[src/rtl/uart_tx_sched.sv]
// UART transmit scheduler for the DDR3 bridge return path: arbitrates two
// byte sources, loads the external holding register and sends its contents as 8N1.
//
// Ports:
//   i_clk, i_rst           clock, synchronous active-low reset
//   i_req0_*/o_req0_ready  byte source 0 (read-data stream), valid/ready
//   i_req1_*/o_req1_ready  byte source 1 (command ack/status), valid/ready
//   o_load_en/o_load_data  load strobe and data for the external holding register
//   i_reg_data             holding register output, serialized LSB first
//   o_tx                   registered serial line, idle high
//   o_busy                 frame in progress
//   o_done                 one-cycle pulse on the first idle cycle after a stop bit
module uart_tx_sched #(
    parameter int CLKS_PER_BIT = 868,
    parameter int D_WIDTH      = 8
) (
    input  logic               i_clk,
    input  logic               i_rst,
    input  logic               i_req0_valid,
    input  logic [D_WIDTH-1:0] i_req0_data,
    output logic               o_req0_ready,
    input  logic               i_req1_valid,
    input  logic [D_WIDTH-1:0] i_req1_data,
    output logic               o_req1_ready,
    output logic               o_load_en,
    output logic [D_WIDTH-1:0] o_load_data,
    input  logic [D_WIDTH-1:0] i_reg_data,
    output logic               o_tx,
    output logic               o_busy,
    output logic               o_done
);

    localparam int BW = (CLKS_PER_BIT > 1) ? $clog2(CLKS_PER_BIT) : 1;
    localparam int IW = $clog2(D_WIDTH);
    localparam logic [BW-1:0] BAUD_MAX = BW'(CLKS_PER_BIT - 1);
    localparam logic [IW-1:0] BIT_MAX  = IW'(D_WIDTH - 1);

    typedef enum logic [1:0] {
        IDLE,
        START,
        DATA,
        STOP
    } state_e;

    state_e          state_q, state_d;
    logic [BW-1:0]   baud_q, baud_d;
    logic [IW-1:0]   bit_q, bit_d;
    logic            tx_q, tx_d;
    logic            done_q, done_d;
    // 1 means req1 was granted last, so req0 wins the next tie.
    logic            last_q, last_d;

    logic            grant0, grant1;
    logic            ready0, ready1;
    logic            wrap;

    // On a tie the requester that was not served last wins.
    assign grant0 = i_req0_valid && (!i_req1_valid || last_q);
    assign grant1 = i_req1_valid && (!i_req0_valid || !last_q);
    assign wrap   = (baud_q == BAUD_MAX);

    always_comb begin
        state_d     = state_q;
        baud_d      = baud_q + 1'b1;
        bit_d       = bit_q;
        last_d      = last_q;
        done_d      = 1'b0;
        ready0      = 1'b0;
        ready1      = 1'b0;
        o_load_en   = 1'b0;
        o_load_data = i_req0_data;

        unique case (state_q)
            IDLE: begin
                baud_d = '0;
                ready0 = i_rst && grant0;
                ready1 = i_rst && grant1;
                if (grant1) begin
                    o_load_data = i_req1_data;
                end
                if (ready0 || ready1) begin
                    o_load_en = 1'b1;
                    last_d    = ready1;
                    state_d   = START;
                end
            end
            START: begin
                if (wrap) begin
                    baud_d  = '0;
                    bit_d   = '0;
                    state_d = DATA;
                end
            end
            DATA: begin
                if (wrap) begin
                    baud_d = '0;
                    if (bit_q == BIT_MAX) begin
                        bit_d   = '0;
                        state_d = STOP;
                    end else begin
                        bit_d = bit_q + 1'b1;
                    end
                end
            end
            STOP: begin
                if (wrap) begin
                    baud_d  = '0;
                    done_d  = 1'b1;
                    state_d = IDLE;
                end
            end
            default: begin
                state_d = IDLE;
            end
        endcase

        // The line level is derived from the next state so o_tx can be
        // registered yet still change on the same edge as the state.
        unique case (state_d)
            START:   tx_d = 1'b0;
            DATA:    tx_d = i_reg_data[bit_d];
            default: tx_d = 1'b1;
        endcase
    end

    always_ff @(posedge i_clk) begin
        if (!i_rst) begin
            state_q <= IDLE;
            baud_q  <= '0;
            bit_q   <= '0;
            tx_q    <= 1'b1;
            done_q  <= 1'b0;
            last_q  <= 1'b1;
        end else begin
            state_q <= state_d;
            baud_q  <= baud_d;
            bit_q   <= bit_d;
            tx_q    <= tx_d;
            done_q  <= done_d;
            last_q  <= last_d;
        end
    end

    assign o_req0_ready = ready0;
    assign o_req1_ready = ready1;
    assign o_tx         = tx_q;
    assign o_busy       = (state_q != IDLE);
    assign o_done       = done_q;

endmodule

[config.mk]
export PLATFORM = sky130hd
export DESIGN_NAME = uart_tx_sched
export DESIGN_NICKNAME = d
export VERILOG_FILES = /design/src/rtl/uart_tx_sched.sv
export SDC_FILE = /design/constraint.sdc
export NUM_CORES = 1
export LEC_CHECK = 0
export CAP_MARGIN = 20
export CORE_AREA = 2 2 69 71
export CTS_CLUSTER_SIZE = 40
export DETAILED_ROUTE_END_ITERATION = 8
export DIE_AREA = 0 0 71 73
export PLACE_DENSITY = 0.65
export RECOVER_POWER = 25
export SLEW_MARGIN = 20
export SYNTH_ARGS = -nofsm -noshare
export SYNTH_HDL_FRONTEND = slang
export SYNTH_SLANG_ARGS = --single-unit
[constraint.sdc]
create_clock -name i_clk -period 3 [get_ports i_clk]
set_input_delay 0.6 -clock i_clk [delete_from_list [all_inputs] [get_ports i_clk]]
set_output_delay 0.6 -clock i_clk [all_outputs]
set_load 0.1 [all_outputs]
# [Word-level counts from Yosys, hierarchy flattened]
# Cells that the tools add are included.
[op_classes] add_sub_neg=2 order_cmp=1 eq_ne=7 muxes=22 n_reduce_logical=15
[op_table] operator="$pmux W10 S2" count=1
[op_table] operator="$mux W8" count=2
[op_table] operator="$add A10 B1 Y10 const B" count=1
[op_table] operator="$eq A10 B10 Y1 const B" count=1
[op_table] operator="$mux W10" count=1
[op_table] operator="$mux W2" count=5
[op_table] operator="$mux W3" count=3
[op_table] operator="$pmux W2 S4" count=1
[op_table] operator="$eq A2 B2 Y1 const B" count=3
[op_table] operator="$mux W1" count=6
[op_table] operator="$pmux W3 S2" count=1
[op_table] operator="$eq A2 B1 Y1 const B" count=2
[op_table] operator="$logic_and A1 B1 Y1" count=4
[op_table] operator="$lt A3 B4 Y1 const B" count=1
[op_table] operator="$reduce_and A2 Y1" count=2
[op_table] operator="$add A3 B1 Y3 const B" count=1
[op_table] operator="$bmux W1 S3" count=1
[op_table] operator="$eq A3 B3 Y1 const B" count=1
[op_table] operator="$logic_not A1 Y1" count=3
[op_table] operator="$logic_or A1 B1 Y1" count=3
[op_table] operator="$reduce_or A3 Y1" count=1
[op_table] operator="$logic_not A2 Y1" count=1
[op_table] operator="$pmux W1 S2" count=1
[op_table] operator="$reduce_bool A2 Y1" count=1
[word_totals] register_bits=18 in_bits=28 output_inout_bits=14 wordCells=53

# [Logic depth before layout (Yosys ltp)]
[logic_depth] ltp_word=9 ltp_mapped=9

# [Worst setup path before layout]
# No wires, ideal clock.
[synth_timing] path_kind="input to output" start="input i_req0_valid" end="output o_load_en" t_arrival_ns=2.916 slack_ns=-0.516 cell_stages=4 n_path_buf=0 path_cell_list="nand2_1 -> nand3_1 -> nor2_1 -> or2_2"
[synth_via] elab_chain_cells=7
[synth_rtl] element="start, declared" line="19" rtl="input logic i_req0_valid,"
[synth_rtl] element="$logic_not A1 Y1" line="59" rtl="assign grant1 = i_req1_valid && (!i_req0_valid || !last_q);"
[synth_rtl] element="$logic_or A1 B1 Y1" line="59"
[synth_rtl] element="$logic_and A1 B1 Y1" line="59"
[synth_rtl] element="$logic_and A1 B1 Y1" line="77" rtl="ready1 = i_rst && grant1;"
[synth_rtl] element="$logic_or A1 B1 Y1 *" line="81" rtl="if (ready0 || ready1) begin"
[synth_rtl] element="$mux W1 *" line="81"
[synth_rtl] element="$mux W1 *" line="73" rtl="unique case (state_q)"
[synth_rtl] element="end, declared" line="25" rtl="output logic o_load_en,"
# Every way passes the cells marked *; elsewhere a longest branch is shown, timed or not.

# [Final worst setup path]
[layout_timing] start="input i_req0_valid" end="output o_load_data[3]"
[layout_via] elab_chain_cells=5
[layout_rtl] element="$logic_not A1 Y1" line="59"
[layout_rtl] element="$logic_or A1 B1 Y1" line="59"
[layout_rtl] element="$logic_and A1 B1 Y1" line="59"
[layout_rtl] element="$mux W8" line="78" rtl="if (grant1) begin"
[layout_rtl] element="$mux W8" line="73"
[layout_rtl] element="end, declared" line="26" rtl="output logic [D_WIDTH-1:0] o_load_data,"
# Every way passes these cells.

==> impl_metrics.py <==
metrics = {
    "outcome": {
        "status": "finished clean",
    },
    "sta": {
        "timing.setup.tns_ns": 0,
        "hold_viol_final": 0,
        "fmax_mhz": 375,
        "setup_viol": 0,
        "rsz0062_at_grt": "false",
        "finalCriticalPeriod_ns": 2.66,
        "slew_viol_final": 0,
        "max_slew_margin_pct": 21.9,
        "min_period_over_period_pct": 88.8,
        "tightest_slew_ns": 1.18,
        "fin_ws_ns": 0.335,
        "fin_skew_ns": 0.00512,
    },
    "logic_synthesis": {
        "yosys.area_share.simple_pct": 26.9,
        "netlist_instances": 149,
        "synth_edf_count": 0,
        "synth_xor_area_share_pct": 5.52,
        "syn_avg_cell_area_um2": 8.52,
        "synth_ff_type": "dfxtp_1",
        "synth_top_family_by_area": "simple AND/OR/NAND/NOR gates",
        "synthArstFlopShare_pct": 0,
        "yosysSeqAreaShare_pct": 28.4,
        "synth-compound-area-share_pct": 19.1,
        "synth-adder-area-share_pct": 7.88,
        "synth_nets": 185,
        "synth_cell_type_count": 47,
        "yosys_warnings": 0,
        "netlist_area_um2": 1270,
        "synth_mux_area_share_pct": 8.87,
        "ys_seq_elements": 18,
    },
    "clock_network": {
        "cts_tree": "yes",
        "clk_latency_ns": 0.25,
        "ctsHoldBuffers": 0,
        "clock-sinks": 18,
        "cts_max_path_buffers": 2,
        "htreeDepth": 1,
        "post_cts_buffers": 0,
        "cts_made_buffers": 3,
        "clk_pin_slew_ns": 0.07,
        "root_buffer": "clkbuf_8",
        "cts_resized": 0,
    },
    "global_routing": {
        "grt_pass1_vias": 1188,
        "grt_pass1_wl_um": 5300,
        "grt_overflow": 0,
        "grt_start_max_net_pins": 11,
        "grtUsageTotal_pct": 12.5,
        "grt_antenna_before_repair": 0,
    },
    "critical_path": {
        "timing.critical_path.from": "i_req0_valid",
        "end_kind": "output pin",
        "required_ns": 2.40,
        "cp_max_fo": 8,
        "rr_startpoint": "baud_q[0]$_SDFF_PP0_",
        "cp-start-kind": "primary input",
        "path_class": "primary input to output pin",
        "arrival_ns": 2.06,
    },
    "power_and_ir_drop": {
        "ir_worst_vdd_uv": 186,
        "power.density_nw_per_um2": 384,
        "power.leakage_uw": 0.000717,
    },
    "hold_path": {
        "min-delay-start": "baud_q[0]$_SDFF_PP0_",
        "min_path_type": "flop to flop",
    },
    "layout": {
        "drive_gt1_share_pct": 18.1,
        "antenna_cells": 0,
        "final_area_um2": 1910,
        "nets": 230,
        "n_fill_cell": 457,
        "finalNonFillerCells": 247,
        "area_growth_pct": 50.6,
    },
    "die": {
        "die-area_um2": 5180,
        "coreArea_um2": 4540,
        "die_width_um": 71,
        "initial_core_util_pct": 28.0,
        "rows": 25,
        "num_io_pins": 42,
        "die_h_um": 73,
    },
    "drt": {
        "via_per_inst": 5.09,
        "firstDrtPassIters": 4,
        "wirelength_um": 3330,
        "drc_errors": 0,
        "drtAntennaViolNets": 0,
        "drt-wirelength-per-cell_um": 13.5,
        "drt_iter0_drc": 86,
        "vias": 1256,
    },
    "place": {
        "postPlaceCellArea_um2": 1880,
        "place.gp.congestion": 0.868,
        "dp.cells": 243,
        "dp_slack_ns": 0.326,
        "dp.final_hpwl_um": 2620,
        "placement.io_buffers": 41,
    },
    "job": {
        "maxCapViolations": 0,
    },
}
flip-flops by register name, indices dropped and copies added, names as in the netlist:
name / flops
state_q: 2
o_done: 1
baud_q: 10
bit_q: 3
o_tx: 1
last_q: 1
synth_stat cells, drive strengths merged (2+ instances only):
| master | instances | area, µm² |
|---|---|---|
| mux2 | 10 | 113 |
| xnor2 | 2 | 17.5 |
| nand3 | 7 | 35.0 |
| xor2 | 6 | 52.6 |
| nand2 | 10 | 37.5 |
| o31ai | 2 | 25.0 |
| nor3 | 4 | 20.0 |
| or3 | 2 | 12.5 |
| inv | 6 | 22.5 |
| o22ai | 2 | 12.5 |
| clkbuf | 2 | 7.51 |
| o21ai | 3 | 15.0 |
| nand4bb | 2 | 22.5 |
| and3 | 4 | 25.0 |
| nor2 | 19 | 71.3 |
| ha | 8 | 100 |
| nor3b | 2 | 15.0 |
| nand4 | 2 | 12.5 |
| and2 | 3 | 18.8 |
| a21oi | 5 | 25.0 |
| a21boi | 2 | 18.8 |
| or4 | 2 | 18.8 |
| buf | 2 | 8.75 |
| o211ai | 4 | 30.0 |
| or2 | 2 | 12.5 |
| dfxtp | 18 | 360 |
metrics by stage:
step                      hold slack, ns  util [%]  power [µW]
final                              0.466      42.2         735
after global routing               0.491      42.2         760
after CTS                          0.474      42.7         745
after detailed placement           0.457      41.5         545
after global placement             0.441      41.5         544
after floorplan                    0.426         -         426
area by class of cell:
| class | instances | area (µm²) | share of cell area (%) |
|---|---|---|---|
| inverter | 7 | 26.3 | 1.37 |
| multi-input combinational | 120 | 867 | 45.3 |
| tap | 54 | 67.6 | 3.53 |
| timing repair buffer | 44 | 537 | 28.1 |
| sequential | 18 | 360 | 18.8 |
| clock buffer | 4 | 55.1 | 2.88 |
layer usage:
metal | vias to the layer above | wire length, µm | share of wire [%] | global-route usage (%)
li1 | 636 | - | - | -
met1 | 576 | 1430 | 43 | 15.5
met2 | 36 | 1690 | 51 | 22.7
met3 | 8 | 145 | 4.4 | 1.24
met4 | 0 | 67 | 2.0 | 3.77
met5 | - | 0 | 0 | 0
critical path: stages:
cell and delay (ns):
clkdlybuf4s50_1 0.49, nand2_1 0.06, nand3_1 0.21, buf_12 0.16, mux2_2 0.36, buf_12 0.17
logic make-up after synthesis:
| kind of cell | after synthesis |
|---|---|
| DFF | 18 |
| xor gates and xnor gates | 8 |
| muxes | 10 |
| AOI/OAI and AO/OA | 30 |
| buffers and inverters | 11 |
| adders and majority gates | 8 |
| and+or+nand+nor | 64 |
power by group:
part,leakage [µW],internal (µW),switching [µW],total [µW]
registers,0.000146,244,3.34,247
clock network,0.0000288,116,82.3,199
logic,0.000543,115,174,289
total,0.000717,475,260,735
cells in the final DEF, fill, tap and decap left out, drive strengths merged, types with 6 or more instances in the layout:
cell,synthesis,routed
nand3,7,7
dfxtp,18,18
ha,8,8
xor2,6,6
nor2,19,19
nand2,10,10
mux2,10,10
buf,2,14
inv,6,6
clkdlybuf4s50,0,27
clkbuf,2,7
path summary, 6_finish.rpt:
| path | endpoint | slack (ns) | cells after the start |
|---|---|---|---|
| max reg2reg | o_tx$_SDFF_PN1_ | 0.44 | 7 |
| max | o_load_data[3] | 0.34 | 6 |
| min reg2reg | baud_q[0]$_SDFF_PP0_ | 0.47 | 1 |
| min | baud_q[0]$_SDFF_PP0_ | 0.47 | 1 |
Power figures use the tool's default switching activity.
